===== src/rtl/syscall_unit.sv =====
// System-call service unit: prints characters, signed decimals and hex words
// as a stream of ASCII characters, stalls the pipeline while a service is in
// flight, and latches the exit service as a permanent halt.
module syscall_unit #(
    parameter int HEX_PREFIX = 1,
    parameter int UPPER_HEX  = 0
) (
    input  logic        clock,
    input  logic        reset_n,
    input  logic        syscall_valid,
    input  logic [31:0] syscall_funct,
    input  logic [31:0] syscall_param1,
    output logic        stall_req,
    output logic        out_valid,
    output logic [7:0]  out_data,
    input  logic        out_ready,
    output logic        halted,
    output logic        bad_funct
);

    localparam logic [31:0] FN_INT  = 32'd1;
    localparam logic [31:0] FN_EXIT = 32'd10;
    localparam logic [31:0] FN_CHAR = 32'd11;
    localparam logic [31:0] FN_HEX  = 32'd34;

    typedef enum logic [2:0] {
        S_IDLE,
        S_CONV,
        S_EMIT,
        S_DONE,
        S_HALT
    } state_t;

    state_t      r_state;
    state_t      w_next;

    // Captured request and conversion working state
    logic [31:0] r_funct;
    logic [31:0] r_mag;
    logic        r_neg;
    logic [1:0]  r_phase;
    logic [2:0]  r_cnt;

    // Character buffer, filled last-character-first and drained from the top
    logic [7:0]  r_buf [0:10];
    logic [3:0]  r_len;
    logic [3:0]  r_idx;

    logic        r_out_valid;
    logic [7:0]  r_out_data;

    logic        w_accept;
    logic        w_supported;
    logic        w_neg_in;
    logic        w_conv_last;
    logic        w_emit_last;
    logic [31:0] w_quot;
    logic [3:0]  w_rem;

    function automatic logic [7:0] hex_char(input logic [3:0] nib);
        if (nib < 4'd10)
            return 8'd48 + {4'd0, nib};
        else if (UPPER_HEX != 0)
            return 8'd55 + {4'd0, nib};
        else
            return 8'd87 + {4'd0, nib};
    endfunction

    assign w_accept    = (r_state == S_IDLE) && syscall_valid;
    assign w_supported = (syscall_funct == FN_INT) || (syscall_funct == FN_CHAR) ||
                         (syscall_funct == FN_HEX);
    assign w_neg_in    = (syscall_funct == FN_INT) && syscall_param1[31];

    // One decimal digit per cycle: remainder is the next digit, quotient carries on
    assign w_quot = r_mag / 32'd10;
    assign w_rem  = 4'(r_mag - (w_quot * 32'd10));

    // Final CONV step: char is immediate, decimal ends after the sign slot,
    // hex ends after the prefix slots (or right after the nibbles without one)
    assign w_conv_last = (r_state == S_CONV) &&
                         (((r_funct == FN_CHAR) && (r_phase == 2'd0)) ||
                          ((r_funct == FN_INT)  && (r_phase == 2'd1)) ||
                          ((r_funct == FN_HEX)  &&
                           (r_phase == ((HEX_PREFIX != 0) ? 2'd2 : 2'd1))));

    assign w_emit_last = (r_state == S_EMIT) && r_out_valid && out_ready && (r_idx == 4'd0);

    // State register
    always_ff @(posedge clock or negedge reset_n) begin
        if (!reset_n)
            r_state <= S_IDLE;
        else
            r_state <= w_next;
    end

    // Next-state decode
    always_comb begin
        w_next = r_state;
        case (r_state)
            S_IDLE: begin
                if (syscall_valid) begin
                    if (syscall_funct == FN_EXIT)
                        w_next = S_HALT;
                    else if (w_supported)
                        w_next = S_CONV;
                    else
                        w_next = S_DONE;
                end
            end
            S_CONV:  if (w_conv_last) w_next = S_EMIT;
            S_EMIT:  if (w_emit_last) w_next = S_DONE;
            S_DONE:  w_next = S_IDLE;
            S_HALT:  w_next = S_HALT;
            default: w_next = S_IDLE;
        endcase
    end

    // Request capture, string building and character hand-off
    always_ff @(posedge clock or negedge reset_n) begin
        if (!reset_n) begin
            r_funct     <= '0;
            r_mag       <= '0;
            r_neg       <= 1'b0;
            r_phase     <= '0;
            r_cnt       <= '0;
            r_len       <= '0;
            r_idx       <= '0;
            r_out_valid <= 1'b0;
            r_out_data  <= '0;
            for (int i = 0; i < 11; i++)
                r_buf[i] <= '0;
        end else begin
            case (r_state)
                S_IDLE: begin
                    if (syscall_valid) begin
                        r_funct     <= syscall_funct;
                        r_neg       <= w_neg_in;
                        r_mag       <= w_neg_in ? (~syscall_param1 + 32'd1) : syscall_param1;
                        r_phase     <= '0;
                        r_cnt       <= '0;
                        r_len       <= '0;
                        r_out_valid <= 1'b0;
                    end
                end
                S_CONV: begin
                    case (r_phase)
                        2'd0: begin
                            if (r_funct == FN_CHAR) begin
                                r_buf[0] <= r_mag[7:0];
                                r_len    <= 4'd1;
                            end else if (r_funct == FN_INT) begin
                                r_buf[r_len] <= 8'd48 + {4'd0, w_rem};
                                r_len        <= r_len + 4'd1;
                                r_mag        <= w_quot;
                                if (w_quot == 32'd0)
                                    r_phase <= 2'd1;
                            end else begin
                                r_buf[r_len] <= hex_char(r_mag[3:0]);
                                r_len        <= r_len + 4'd1;
                                r_mag        <= r_mag >> 4;
                                r_cnt        <= r_cnt + 3'd1;
                                if (r_cnt == 3'd7)
                                    r_phase <= 2'd1;
                            end
                        end
                        2'd1: begin
                            if ((r_funct == FN_INT) && r_neg) begin
                                r_buf[r_len] <= 8'h2D;
                                r_len        <= r_len + 4'd1;
                            end else if ((r_funct == FN_HEX) && (HEX_PREFIX != 0)) begin
                                r_buf[r_len] <= 8'h78;
                                r_len        <= r_len + 4'd1;
                            end
                            r_phase <= 2'd2;
                        end
                        default: begin
                            r_buf[r_len] <= 8'h30;
                            r_len        <= r_len + 4'd1;
                        end
                    endcase
                end
                S_EMIT: begin
                    if (!r_out_valid) begin
                        r_out_data  <= r_buf[r_len - 4'd1];
                        r_idx       <= r_len - 4'd1;
                        r_out_valid <= 1'b1;
                    end else if (out_ready) begin
                        if (r_idx == 4'd0) begin
                            r_out_valid <= 1'b0;
                        end else begin
                            r_out_data <= r_buf[r_idx - 4'd1];
                            r_idx      <= r_idx - 4'd1;
                        end
                    end
                end
                default: begin
                end
            endcase
        end
    end

    assign stall_req = reset_n && ((r_state == S_HALT) ||
                                   (syscall_valid && (r_state != S_DONE)));
    assign bad_funct = reset_n && w_accept && (syscall_funct != FN_EXIT) && !w_supported;
    assign halted    = (r_state == S_HALT);
    assign out_valid = r_out_valid;
    assign out_data  = r_out_data;

endmodule


===== config.mk =====
export PLATFORM = sky130hd
export DESIGN_NAME = syscall_unit
export DESIGN_NICKNAME = d
export VERILOG_FILES = /design/src/rtl/syscall_unit.sv
export SDC_FILE = /design/constraint.sdc
export NUM_CORES = 1
export LEC_CHECK = 0
export BUFFER_PORTS_ARGS = -buffer_cell sky130_fd_sc_hd__buf_2
export CAP_MARGIN = 20
export CORE_ASPECT_RATIO = 1.1
export CORE_MARGIN = 2
export CORE_UTILIZATION = 60
export CTS_CLUSTER_DIAMETER = 60
export DETAILED_ROUTE_END_ITERATION = 16
export GPL_ROUTABILITY_DRIVEN = 0
export GPL_TIMING_DRIVEN = 0
export PLACE_DENSITY = 0.78
export SYNTH_ARGS = -nofsm -noshare
export SYNTH_HDL_FRONTEND = slang
export SYNTH_SLANG_ARGS = --single-unit
export TNS_END_PERCENT = 20

===== constraint.sdc =====
create_clock -name clock -period 17.9 [get_ports clock]
set_input_delay 0.895 -clock clock [delete_from_list [all_inputs] [get_ports clock]]
set_output_delay 0.895 -clock clock [all_outputs]
set_load 0.01 [all_outputs]

==> impl_metrics.toml, run 1 <==
[outcome]
status = "complete, no violations"

[route]
ant_nets = 0
wl_per_cell_microns = 21.0
drc_errors = 0
wl_microns = 51500
vias = 17200
first_pass_iters = 6
drt_iter0_markers = 1733
routed_via_density = 6.99

[setup_path]
cp.required_ns = 18.28
crit_path_max_incr_delay_ns = 0.78
crit_path_start_kind = "flip-flop"
cp-end-kind = "flip-flop"
cp_max_fo = 10
crit_type = "flip-flop to flip-flop"
crit_arrival_ns = 16.68
path_delay_family = "compound AO/OA/AOI/OAI gates"
cp.buffers_inverters = 5
crit_slowest_cell = "a21oi_1"
critPathMostFrequentCell = "a21oi_1"

[clock_network]
htree_levels = 4
postCtsSetupBuffers = 0
numCtsBuffers = 17
cts_sinks = 178
clock_latency_ns = 0.45
hold_buffers = 0
tritoncts = "done"
post_cts_resize_count = 0
cts_root_buf = "clkbuf_16"
path_clk_slew_ns = 0.08
clock_path_buffers = 2

[timing]
setup_viol = 0
slew_viol_final = 0
tns_ns = 0
rsz0062_at_grt = "false"
hold_viol_final = 0
worstMarginPinSlew_ns = 1.09
max_freq_mhz = 61.3
period_needed_ns = 16.30
slew_headroom_pct = 27.1
min_period_over_period_pct = 91.1
skew_ns = 0.0172

[synth]
syn_inst = 1987
synth_nets = 2069
async_flop_share_pct = 100
syn-cell-area_sq_um = 16100
ys_seq_elements = 178
synth-edff-count = 0
yosysWarnings = 0
yosysSeqAreaShare_pct = 27.6
synth_cell_types = 118
synth_area_per_cell_sq_um = 8.11
ys.flop_type = "dfrtp_1"

[global_route]
grt_pass1_wl_microns = 82500
grt_usage_pct = 35.8
grt_overflow = 0
grt_max_degree = 92
antenna_found_initial = 1
grt_pass1_vias = 16100

[die]
fp-row-count = 62
die_h_microns = 176
fp.coreArea_sq_um = 26300
io_pins = 80
die_width_microns = 160
dieArea_sq_um = 28200
initial_core_util_pct = 61.3

[cells_and_area]
mostFrequentLayoutCells = "nand2_1, o21ai_0, dfrtp_1"
nFillCells = 2232
layout.nets = 2170
layout_commonest_cell = "nand2_1"
synthToLayoutAreaGrowth_pct = 9.28
instances_no_fill = 2454
drive_gt1_share_pct = 14.3

[hold_path]
hp-class = "input pin to asynchronous set/reset pin"

[place]
dp_hpwl_microns = 37900
dp_cells = 2421
io_buffer_count = 79

[run]
drv_cap = 0
## worst register-to-register path, delay by kind of cell, from the launching register on
kind | cells | cell delay [ns]
compound gates | 26 | 8.58
xor+xnor | 1 | 0.31
fa+ha+maj | 3 | 0.77
buf+inv | 5 | 0.91
flops | 1 | 0.37
mux | 1 | 0.31
simple gates | 17 | 5.01
## cell type report
cell class	instances	area (sq um)	share of cell area, %
multi-input cells	1593	10800	61.3
flip-flops and latches	178	4450	25.3
plain buffers	169	701	3.98
repair buffers	82	448	2.54
well taps	352	440	2.50
clock buffers	18	439	2.49
inverters	47	176	1.00
clock inverters	14	159	0.902
diodes	1	2.50	0.0142
## flip-flops by register name, summed over array words and instances (netlist names), 3 cells and up
signal and cells:
out_data 8, r_state 3, r_cnt 3, r_funct 32
r_idx 4, r_buf 88, r_len 4, r_mag 32
## synthesized netlist by cell type, drive strengths merged, types with 13 or more instances
cell,number,area (sq um)
a21oi,101,528
nand3,69,345
and3,29,186
nor2,152,578
a311oi,13,138
buf,45,235
nand2b,22,138
a21o,13,97.6
nor4,35,238
a211oi,29,228
a31oi,36,231
or2,26,163
mux2,47,529
dfrtp,178,4450
mux4,32,721
o21ai,203,1020
mux2i,47,470
o311ai,15,164
nor3,50,273
xor2,18,158
nor2b,17,116
nand2,204,768
inv,39,146
ha,13,163
nand4,26,163
o221ai,22,199
clkbuf,124,465
o211ai,42,325
o31ai,27,213
and2,20,125
xnor2,36,315
or3,20,125
## kinds of logic (layout without fill, tap and decap cells)
group / after synthesis / after routing / synth area share [%]
AO/OA/AOI/OAI: 665 / 665 / 28.8
buffers and inverters: 216 / 330 / 5.44
AND/OR/NAND/NOR: 730 / 730 / 23.1
flip-flops: 178 / 178 / 27.6
multiplexers: 126 / 126 / 10.7
XOR/XNOR: 54 / 54 / 2.93
adder cells (fa/ha/maj): 18 / 18 / 1.39
other: 0 / 1 / 0
## layer usage
layer	vias to the layer above	track usage, %	share of wire, %
li1	7772	-	-
met1	8128	44.8	38
met2	1059	61.8	49
met3	198	5.08	9.1
met4	0	15.7	4.0
met5	-	0	0
## path summary, 6_finish.rpt
kind / start / to / slack (ns) / depth (start not counted)
max in group asynchronous: reset_n / r_mag[28] / 16.56 / 2
setup / recovery: r_mag[7] / r_buf[42] / 1.60 / 53
setup reg to reg: r_mag[7] / r_buf[42] / 1.60 / 53
hold / removal: reset_n / r_buf[5] / 0.44 / 1
min in group clock: out_data[5] / out_data[5] / 0.48 / 2
hold reg to reg: out_data[5] / out_data[5] / 0.48 / 2
## per-stage QoR
step	utilization, %	setup slack, ns	hold slack, ns	instance area, sq um
after floorplan	-	5.22	0.446	16100
after global routing	67.0	0.885	0.484	17600
after detailed placement	64.7	2.48	0.465	17000
after CTS	67.0	2.33	0.461	17600
final	67.0	1.60	0.437	17600
after global placement	64.5	2.71	0.457	17000
Power of run 1 is left out: the tool's default activity adds up to more than one toggle a clock period on the data nets, which glitch-free logic cannot reach.
==> run 2: changes to the inputs <==
--- a/config.mk
+++ b/config.mk
@@ -7,14 +7,14 @@
 export LEC_CHECK = 0
 export BUFFER_PORTS_ARGS = -buffer_cell sky130_fd_sc_hd__buf_2
 export CAP_MARGIN = 20
-export CORE_ASPECT_RATIO = 1.1
+export CORE_ASPECT_RATIO = 2
 export CORE_MARGIN = 2
 export CORE_UTILIZATION = 60
 export CTS_CLUSTER_DIAMETER = 60
 export DETAILED_ROUTE_END_ITERATION = 16
 export GPL_ROUTABILITY_DRIVEN = 0
-export GPL_TIMING_DRIVEN = 0
 export PLACE_DENSITY = 0.78
+export SLEW_MARGIN = 10
 export SYNTH_ARGS = -nofsm -noshare
 export SYNTH_HDL_FRONTEND = slang
 export SYNTH_SLANG_ARGS = --single-unit
==> impl_metrics.toml, run 2 (synthesis gave the netlist of run 1 again) <==
[outcome]
status = "complete, no violations"

[timing]
slew_viol_final = 0
setup_viol = 0
tns_ns = 0
slew_headroom_pct = 24.9
min_period_over_period_pct = 94.0
rsz0062_at_grt = "false"
hold_viol_final = 0
period_needed_ns = 16.83
worstMarginPinSlew_ns = 1.12
skew_ns = 0.0129
max_freq_mhz = 59.4

[cells_and_area]
drive_gt1_share_pct = 15.0
final_cell_area_sq_um = 17000
layout_commonest_cell = "nand2_1"
synthToLayoutAreaGrowth_pct = 5.72
largest_register = "r_buf"
reg_top3 = "r_buf: 88 flops, r_funct: 32 flops, r_mag: 32 flops"
seqCellArea_sq_um = 4460
fin_util_pct = 64.6
mostFrequentLayoutCells = "nand2_1, o21ai_0, dfrtp_1"
nFillCells = 2278
layout.nets = 2022
largest_reg_flops = 88
multi_input_area_sq_um = 10800
instances_no_fill = 2302

[clock_network]
htree_levels = 4
path_clk_slew_ns = 0.08
cts_root_buf = "clkbuf_16"
numCtsBuffers = 17
cts_sinks = 178
postCtsSetupBuffers = 0
tritoncts = "done"
clock_latency_ns = 0.46
clock_path_buffers = 2

[setup_path]
crit_type = "flip-flop to flip-flop"
crit_slowest_cell = "a2111oi_4"
path_delay_family = "compound AO/OA/AOI/OAI gates"
cp.buffers_inverters = 3
cp.required_ns = 18.29
crit_path_max_incr_delay_ns = 0.87
cp-end-kind = "flip-flop"
crit_path_start_kind = "flip-flop"
crit_arrival_ns = 17.21
ff2ff_path_depth = 53
critPathMostFrequentCell = "nand2_1"
path_depth = 53
cp_max_fo = 42

[global_route]
antenna_found_initial = 4
grt_overflow = 0
grt_pass1_vias = 16000
grt_pass1_wl_microns = 83500
grt_usage_pct = 36.9
grt_max_degree = 76

[hold_path]
hp-class = "input pin to asynchronous set/reset pin"

[die]
fp.coreArea_sq_um = 26400
initial_core_util_pct = 61.1
die_h_microns = 236
fp-row-count = 84
die_width_microns = 120
io_pins = 80
dieArea_sq_um = 28300

[route]
vias = 16500
drc_errors = 0
wl_per_cell_microns = 22.8
ant_nets = 0
first_pass_iters = 7
drt_iter0_markers = 1403
wl_microns = 52400
routed_via_density = 7.18

[place]
placed_cell_area_sq_um = 16500
dp_cells = 2264
io_buffer_count = 79
dp_hpwl_microns = 38300

[run]
drv_cap = 0
==> run 2: cell types whose count changed in the layout (fill, tap and decap cells not counted), moves of 2 or more <==
cell and delta:
clkbuf_1 -123, buf_2 -26, buf_4 +13, buf_1 -11, diode_2 +4, clkinv_8 -3
clkinv_2 +2, nor2_1 -2, nor2_2 +2
==> run 2: final cells by class <==
| cell class | count | share of cell area (%) |
|---|---|---|
| repair buffers | 103 | 3.48 |
| multi-input cells | 1593 | 63.4 |
| clock buffers | 19 | 2.60 |
| inverters | 47 | 1.04 |
| well taps | 344 | 2.53 |
| clock inverters | 13 | 0.690 |
| diodes | 5 | 0.0734 |
| flip-flops and latches | 178 | 26.1 |
==> run 2: worst register-to-register path, delay by kind of cell (launching register included) <==
kind / cells / cell delay, ns
compound gates: 29 / 9.48
xor+xnor: 2 / 0.83
flops: 1 / 0.33
simple gates: 16 / 4.88
buf+inv: 3 / 0.55
fa+ha+maj: 3 / 0.70
==> run 2: repair_timing <==
action,in CTS,in global routing
gates resized for setup,0,1
hold buffers,0,0
endpoints found under the setup margin,0,21
==> run 2: worst paths after layout <==
path | slack [ns] | end | startpoint
max | 1.07 | r_buf[83] | r_mag[30]
min | 0.38 | r_buf[0] | reset_n
max reg2reg | 1.07 | r_buf[83] | r_mag[30]
min reg2reg | 0.48 | out_data[0] | out_data[0]
max in group asynchronous | 16.18 | r_funct[27] | reset_n
min in group clock | 0.48 | out_data[0] | out_data[0]
==> run 2: through the flow <==
step	hold WS, ns	setup WS (ns)
finish	0.379	1.07
global route	0.402	0.00755
CTS	0.386	1.26
detailed placement	0.465	1.32
global placement	0.459	1.80
floorplan	0.446	5.22
==> run 2: metal layers <==
metal  GRT usage, %  routed length (microns)
met2           68.1                    28000
met5              0                        0
met3           6.24                     2840
met1           36.7                    17500
met4           25.5                     4050
Power of run 2 is left out for the same reason.
